[src/rtl/ctrl_pkg.sv]
// Shared definitions for the multicycle RV32I control path: opcodes, FSM state
// encodings and the select codes understood by the datapath blocks.
package ctrl_pkg;

    localparam logic [6:0] OPC_OPIMM  = 7'b0010011;
    localparam logic [6:0] OPC_OP     = 7'b0110011;
    localparam logic [6:0] OPC_LOAD   = 7'b0000011;
    localparam logic [6:0] OPC_STORE  = 7'b0100011;
    localparam logic [6:0] OPC_BRANCH = 7'b1100011;
    localparam logic [6:0] OPC_JAL    = 7'b1101111;

    typedef enum logic [2:0] {
        ST_FETCH  = 3'd0,
        ST_DECODE = 3'd1,
        ST_EXEC   = 3'd2,
        ST_MEM    = 3'd3,
        ST_WB     = 3'd4,
        ST_TRAP   = 3'd7
    } state_t;

    // Immediate generator format codes
    localparam logic [2:0] IMM_SEL_I    = 3'd0;
    localparam logic [2:0] IMM_SEL_S    = 3'd1;
    localparam logic [2:0] IMM_SEL_B    = 3'd2;
    localparam logic [2:0] IMM_SEL_J    = 3'd3;
    localparam logic [2:0] IMM_SEL_NONE = 3'd7;

    localparam logic [1:0] ALU_OP_ADD    = 2'd0;
    localparam logic [1:0] ALU_OP_BRANCH = 2'd1;
    localparam logic [1:0] ALU_OP_FUNCT  = 2'd2;

    localparam logic [1:0] WB_SEL_ALU = 2'd0;
    localparam logic [1:0] WB_SEL_MEM = 2'd1;
    localparam logic [1:0] WB_SEL_PC4 = 2'd2;

    // True for the opcodes this core executes; everything else traps
    function automatic logic isLegalOpcode(input logic [6:0] opc);
        return (opc == OPC_OPIMM) || (opc == OPC_OP) || (opc == OPC_LOAD) ||
               (opc == OPC_STORE) || (opc == OPC_BRANCH) || (opc == OPC_JAL);
    endfunction

endpackage

[src/rtl/mem_wait_timer.sv]
// Counts cycles spent waiting on the memory handshake and flags the cycle in
// which the wait budget runs out. Expiry is only raised while still waiting,
// so a ready arriving in the last allowed cycle is never overridden.
module mem_wait_timer #(
    parameter int TW          = 8,
    parameter int MEM_TIMEOUT = 15
) (
    input  logic i_clk,
    input  logic i_rst_n,
    input  logic i_clr,
    input  logic i_inc,
    output logic o_expired
);

    localparam logic [TW-1:0] LIMIT = TW'(MEM_TIMEOUT - 1);

    logic [TW-1:0] r_count;

    // Wait counter: cleared when a new access begins, saturates at the limit
    always_ff @(posedge i_clk or negedge i_rst_n) begin
        if (!i_rst_n) begin
            r_count <= '0;
        end else if (i_clr) begin
            r_count <= '0;
        end else if (i_inc && (r_count != LIMIT)) begin
            r_count <= r_count + 1'b1;
        end
    end

    assign o_expired = i_inc && (r_count == LIMIT);

endmodule

[src/rtl/multicycle_ctrl.sv]
// Multicycle control FSM for the RV32I core. Steps each instruction through
// fetch/decode/execute/memory/writeback and decodes the datapath controls
// from the current state and opcode.
module multicycle_ctrl
    import ctrl_pkg::*;
#(
    parameter int MEM_TIMEOUT = 15,
    parameter int TW          = 8
) (
    input  logic        clk_i,
    input  logic        rst_ni,
    input  logic [31:0] inst_i,
    input  logic        mem_ready_i,
    input  logic        br_taken_i,
    output logic        pc_we_o,
    output logic        ir_we_o,
    output logic        reg_we_o,
    output logic        mem_req_o,
    output logic        mem_we_o,
    output logic [2:0]  imm_sel_o,
    output logic        alu_src_b_o,
    output logic [1:0]  alu_op_o,
    output logic [1:0]  wb_sel_o,
    output logic        pc_sel_o,
    output logic        trap_o,
    output logic [2:0]  state_o
);

    state_t     r_state;
    state_t     w_nextState;
    logic [6:0] w_opcode;
    logic       w_timerClr;
    logic       w_timerInc;
    logic       w_timeout;
    logic       w_unusedInstBits;

    assign w_opcode = inst_i[6:0];
    // The remaining instruction fields are consumed by the datapath, not here
    assign w_unusedInstBits = ^inst_i[31:7];

    // A fresh wait budget starts whenever we move into a requesting state
    assign w_timerClr = (w_nextState != r_state) &&
                        ((w_nextState == ST_FETCH) || (w_nextState == ST_MEM));
    assign w_timerInc = mem_req_o && !mem_ready_i;

    mem_wait_timer #(
        .TW          (TW),
        .MEM_TIMEOUT (MEM_TIMEOUT)
    ) u_memWaitTimer (
        .i_clk     (clk_i),
        .i_rst_n   (rst_ni),
        .i_clr     (w_timerClr),
        .i_inc     (w_timerInc),
        .o_expired (w_timeout)
    );

    // State register
    always_ff @(posedge clk_i or negedge rst_ni) begin
        if (!rst_ni) begin
            r_state <= ST_FETCH;
        end else begin
            r_state <= w_nextState;
        end
    end

    // Next-state selection; TRAP is absorbing until reset
    always_comb begin
        w_nextState = r_state;
        case (r_state)
            ST_FETCH: begin
                if (mem_ready_i)    w_nextState = ST_DECODE;
                else if (w_timeout) w_nextState = ST_TRAP;
            end
            ST_DECODE: begin
                w_nextState = isLegalOpcode(w_opcode) ? ST_EXEC : ST_TRAP;
            end
            ST_EXEC: begin
                case (w_opcode)
                    OPC_OPIMM, OPC_OP:   w_nextState = ST_WB;
                    OPC_LOAD, OPC_STORE: w_nextState = ST_MEM;
                    OPC_BRANCH, OPC_JAL: w_nextState = ST_FETCH;
                    default:             w_nextState = ST_TRAP;
                endcase
            end
            ST_MEM: begin
                if (mem_ready_i)
                    w_nextState = (w_opcode == OPC_STORE) ? ST_FETCH : ST_WB;
                else if (w_timeout)
                    w_nextState = ST_TRAP;
            end
            ST_WB:   w_nextState = ST_FETCH;
            ST_TRAP: w_nextState = ST_TRAP;
            default: w_nextState = ST_TRAP;
        endcase
    end

    // Output decode; held inactive while reset is asserted so an access in
    // flight is abandoned immediately
    always_comb begin
        pc_we_o     = 1'b0;
        ir_we_o     = 1'b0;
        reg_we_o    = 1'b0;
        mem_req_o   = 1'b0;
        mem_we_o    = 1'b0;
        imm_sel_o   = IMM_SEL_NONE;
        alu_src_b_o = 1'b0;
        alu_op_o    = ALU_OP_ADD;
        wb_sel_o    = WB_SEL_ALU;
        pc_sel_o    = 1'b0;
        trap_o      = 1'b0;
        if (rst_ni) begin
            case (r_state)
                ST_FETCH: begin
                    mem_req_o = 1'b1;
                    if (mem_ready_i) begin
                        ir_we_o = 1'b1;
                        pc_we_o = 1'b1;
                    end
                end
                ST_EXEC: begin
                    case (w_opcode)
                        OPC_OPIMM: begin
                            imm_sel_o   = IMM_SEL_I;
                            alu_src_b_o = 1'b1;
                            alu_op_o    = ALU_OP_FUNCT;
                        end
                        OPC_OP: begin
                            alu_op_o = ALU_OP_FUNCT;
                        end
                        OPC_LOAD: begin
                            imm_sel_o   = IMM_SEL_I;
                            alu_src_b_o = 1'b1;
                        end
                        OPC_STORE: begin
                            imm_sel_o   = IMM_SEL_S;
                            alu_src_b_o = 1'b1;
                        end
                        OPC_BRANCH: begin
                            imm_sel_o = IMM_SEL_B;
                            alu_op_o  = ALU_OP_BRANCH;
                            pc_we_o   = br_taken_i;
                            pc_sel_o  = br_taken_i;
                        end
                        OPC_JAL: begin
                            imm_sel_o = IMM_SEL_J;
                            reg_we_o  = 1'b1;
                            wb_sel_o  = WB_SEL_PC4;
                            pc_we_o   = 1'b1;
                            pc_sel_o  = 1'b1;
                        end
                        default: ;
                    endcase
                end
                ST_MEM: begin
                    mem_req_o = 1'b1;
                    mem_we_o  = (w_opcode == OPC_STORE);
                    imm_sel_o = (w_opcode == OPC_STORE) ? IMM_SEL_S : IMM_SEL_I;
                end
                ST_WB: begin
                    reg_we_o = 1'b1;
                    wb_sel_o = (w_opcode == OPC_LOAD) ? WB_SEL_MEM : WB_SEL_ALU;
                end
                ST_TRAP: begin
                    trap_o = 1'b1;
                end
                default: ;
            endcase
        end
    end

    assign state_o = r_state;

endmodule

[config.mk]
export PLATFORM = sky130hd
export DESIGN_NAME = multicycle_ctrl
export DESIGN_NICKNAME = d
export VERILOG_FILES = /design/src/rtl/ctrl_pkg.sv /design/src/rtl/mem_wait_timer.sv /design/src/rtl/multicycle_ctrl.sv
export SDC_FILE = /design/constraint.sdc
export NUM_CORES = 1
export LEC_CHECK = 0
export BUFFER_PORTS_ARGS = -buffer_cell sky130_fd_sc_hd__buf_2
export CAP_MARGIN = 5
export CORE_MARGIN = 2
export CORE_UTILIZATION = 42
export DETAILED_ROUTE_END_ITERATION = 8
export HOLD_SLACK_MARGIN = 0.02
export PLACE_DENSITY = 0.8
export SLEW_MARGIN = 20
export SYNTH_ARGS = -nofsm -noshare
export SYNTH_HDL_FRONTEND = slang
export SYNTH_SLANG_ARGS = --single-unit
[constraint.sdc]
create_clock -name clk_i -period 1.8 [get_ports clk_i]
set_input_delay 0.09 -clock clk_i [delete_from_list [all_inputs] [get_ports clk_i]]
set_output_delay 0.09 -clock clk_i [all_outputs]
set_load 0.03 [all_outputs]
==> summary.txt <==
Routing
  • Drt via density: around 6.1
  • Initial DRC count: 95
  • Antenna-violating nets left: 0
  • Drt total wl: a little over 4000 µm
  • DR vias: around 1500
  • DR pass1 iterations: 4
  • DRC: 0
  • DR WL/cell: roughly 17 µm

Clock tree
  • Clk sinks: 11
  • Num CTS Buffers: 3
  • Clock Pin Slew Worst Setup and Hold Paths: 70 ps
  • CTS tree: yes
  • Clk_lat worst skew: 290 ps
  • Clk Tree Root Cell: clkbuf_4
  • Clock tree buffer depth: 2
  • H-Tree Depth: 1

Global route
  • GRT Util Overall: 0.239
  • GR Overflow Total: 0
  • Vias in the first global route: 1350
  • Initial antenna violation count: 0
  • First-pass GRT wire length: 6080 µm
  • Largest net degree at the start of global routing: 12

Critical path
  • CP top delay family: simple AND/OR/NAND/NOR gates
  • CP Capture Type: register
  • Bufs and invs on worst path: 1
  • Max incr delay on CP: 440 ps
  • Crit Path Class: reg2reg
  • Slowest-stage cell, CP: or3b_4
  • Critical-path cell list: or3b_4 -> buf_12 -> o31a_1 -> a31oi_2 -> nand2b_1 -> o22ai_2
  • Crit path DAT: 1980 ps
  • Crit path max fanout: 4
  • WP data required: 1980 ps
  • Startpoint Class: register

Final layout
  • Total area of sequential cells: 279 µm²
  • N_diodes: 0
  • Area of the multi-input gates: roughly 1100 µm²
  • Share of cells above drive strength 1: 0.505
  • Commonest non-fill, non-tap cell in the layout: buf_4
  • Layout area overhead: 60.2%
  • Final #Nets: approximately 250
  • Fill cells: 197
  • Final Instance Area: approximately 1900 µm²
  • Most frequent cells in the layout: 30 x buf_4, 23 x buf_2, 15 x nand2_1, 12 x nor2_1, 8 x dfrtp_1
  • Fin util: 0.694

Min path
  • Min-delay worst type: in2reg

Floorplanning
  • Core Region: between 2000 and 3000 µm²
  • Top Ports: between 50 and 60
  • Rows: 19
  • Die W: 56.9 µm
  • Die Area: 3240 µm²
  • Die height: about 57 µm
  • Initial cell density of the core: 0.434

Outcome
  • Failing checks: setup timing
  • Outcome: finished, violations left

Power and ir drop
  • Cell Pwr Density: 1350 nW/µm²
  • Leakage power: 0.802 nW
  • Worst vdd ir: 1.02 mV

Place
  • Dpl cell area: around 1600 µm²
  • DP HPWL: 2720 µm
  • Port-buffer cells: 28
  • Gpl congestion: 0.964
  • Pre-CTS setup slack: -8.04 ps

Synth
  • Post-synth EDFFs: 0
  • Syn_area_per_cell: 7.78 µm²
  • Synth async-reset ratio: 1.00
  • Synth area leader: dfrtp_1
  • FF+latch count, synth: 11
  • Syn Nets: 189
  • Ys flop type: dfrtp_1
  • Post-Synthesis Cells: 151
  • Seq/Total Area, Yosys: 0.234
  • Netlist cell types: 50
  • Synth Cell Area: approximately 1200 µm²
  • Share of the synthesized area in the top cell type: 0.234
  • Synth warn: 0
  • Top cells by area, synth: dfrtp_1 23%, nand2_1 5.1%, nor2_1 4.5%, a21oi_1 3.4%, nand3_1 3.4%

STA
  • Relative slew slack: 0.620
  • Worst-Margin Slew: 569 ps
  • Final min period: about 1800 ps
  • Post-route setup slack: -1.87 ps
  • Worst Skew: 0.577 ps
  • Setup violators final: 1
  • Slew Limit Fails: 0
  • Final hold vios: 0
  • RSZ-0062 raised after global routing: true
  • Crit share post-route: 1.00
  • WHS: 189 ps
  • Max frequency: 0.555 GHz

Run
  • # Max-Cap Violations: 0
[flip-flops by register name, summed over array words and instances, names as in the netlist]
signal,cells
u_memWaitTimer.r_count,8
state_o,3
[cell usage after synthesis, drive strengths merged (2+ instances only)]
cell,count
a211o,2
a21oi,10
a222oi,2
and2,2
and3,4
and4bb,2
buf,6
dfrtp,11
ha,2
inv,7
nand2,16
nand2b,6
nand3,8
nand3b,2
nand4,2
nor2,15
nor2b,2
nor3,3
nor3b,2
nor4,7
o211ai,2
o21ai,6
o22ai,5
o2bb2ai,3
o31a,3
or2,2
or3b,2
xor2,4
[cells by family after synthesis]
group           after synthesis  share of synthesized area
buf+inv                      13                     0.0511
compound gates               41                      0.261
simple gates                 78                      0.380
xor+xnor                      5                     0.0437
mux                           1                    0.00852
fa+ha+maj                     2                     0.0213
flops                        11                      0.234
[worst min-delay path, cell delays in order]
cell	delay, ps
buf_2	130
nand2_1	70
a222oi_1	60
nand2_1	80
[metrics by stage]
step	setup TNS, ps	total power, mW	std cells
after global routing	-380	2.71	241
after detailed placement	-8.04	1.89	229
after CTS	0	2.16	235
after global placement	0	1.84	229
after floorplan	-64.6	1.37	151
final	-1.87	2.55	241
[where the power goes]
part           total [mW]  internal (mW)  switching (mW)
combinational        1.89          0.852            1.04
clock               0.184         0.0864          0.0972
sequential          0.478          0.359           0.119
[final timing paths]
check	from	to	slack, ps	cells past startpoint
setup / recovery	state_o[2]	u_memWaitTimer.r_count[4]	-2	6
hold / removal	mem_ready_i	state_o[1]	190	4
setup reg to reg	state_o[2]	u_memWaitTimer.r_count[4]	-2	6
hold reg to reg	u_memWaitTimer.r_count[7]	u_memWaitTimer.r_count[7]	640	3
max in group asynchronous	rst_ni	state_o[0]	860	3
min in group asynchronous	rst_ni	u_memWaitTimer.r_count[2]	530	3
[timing repair]
item                       4_1_cts  5_1_grt
hold buffers                     1        0
hold endpoints to repair        11        0
setup endpoints to repair       13       14
buffers inserted                 1        6
gates resized for setup         12       34
pin swaps                        0       17
[metal layers]
layer  vias up  track usage  share of wire
li1        684            -              -
met1       707        0.299           0.39
met2        57        0.409           0.53
met3        15       0.0230          0.045
met4         0        0.110          0.035
met5         -            0              0
[layout make-up]
cell class                      instances  share of cell area
Clock buffer                            4              0.0140
Inverter                                7              0.0140
Multi-Input combinational cell        127               0.563
Sequential cell                        11               0.148
Tap cell                               31              0.0206
Timing Repair Buffer                   61               0.240
No activity file was read; power rests on OpenSTA's default activity.
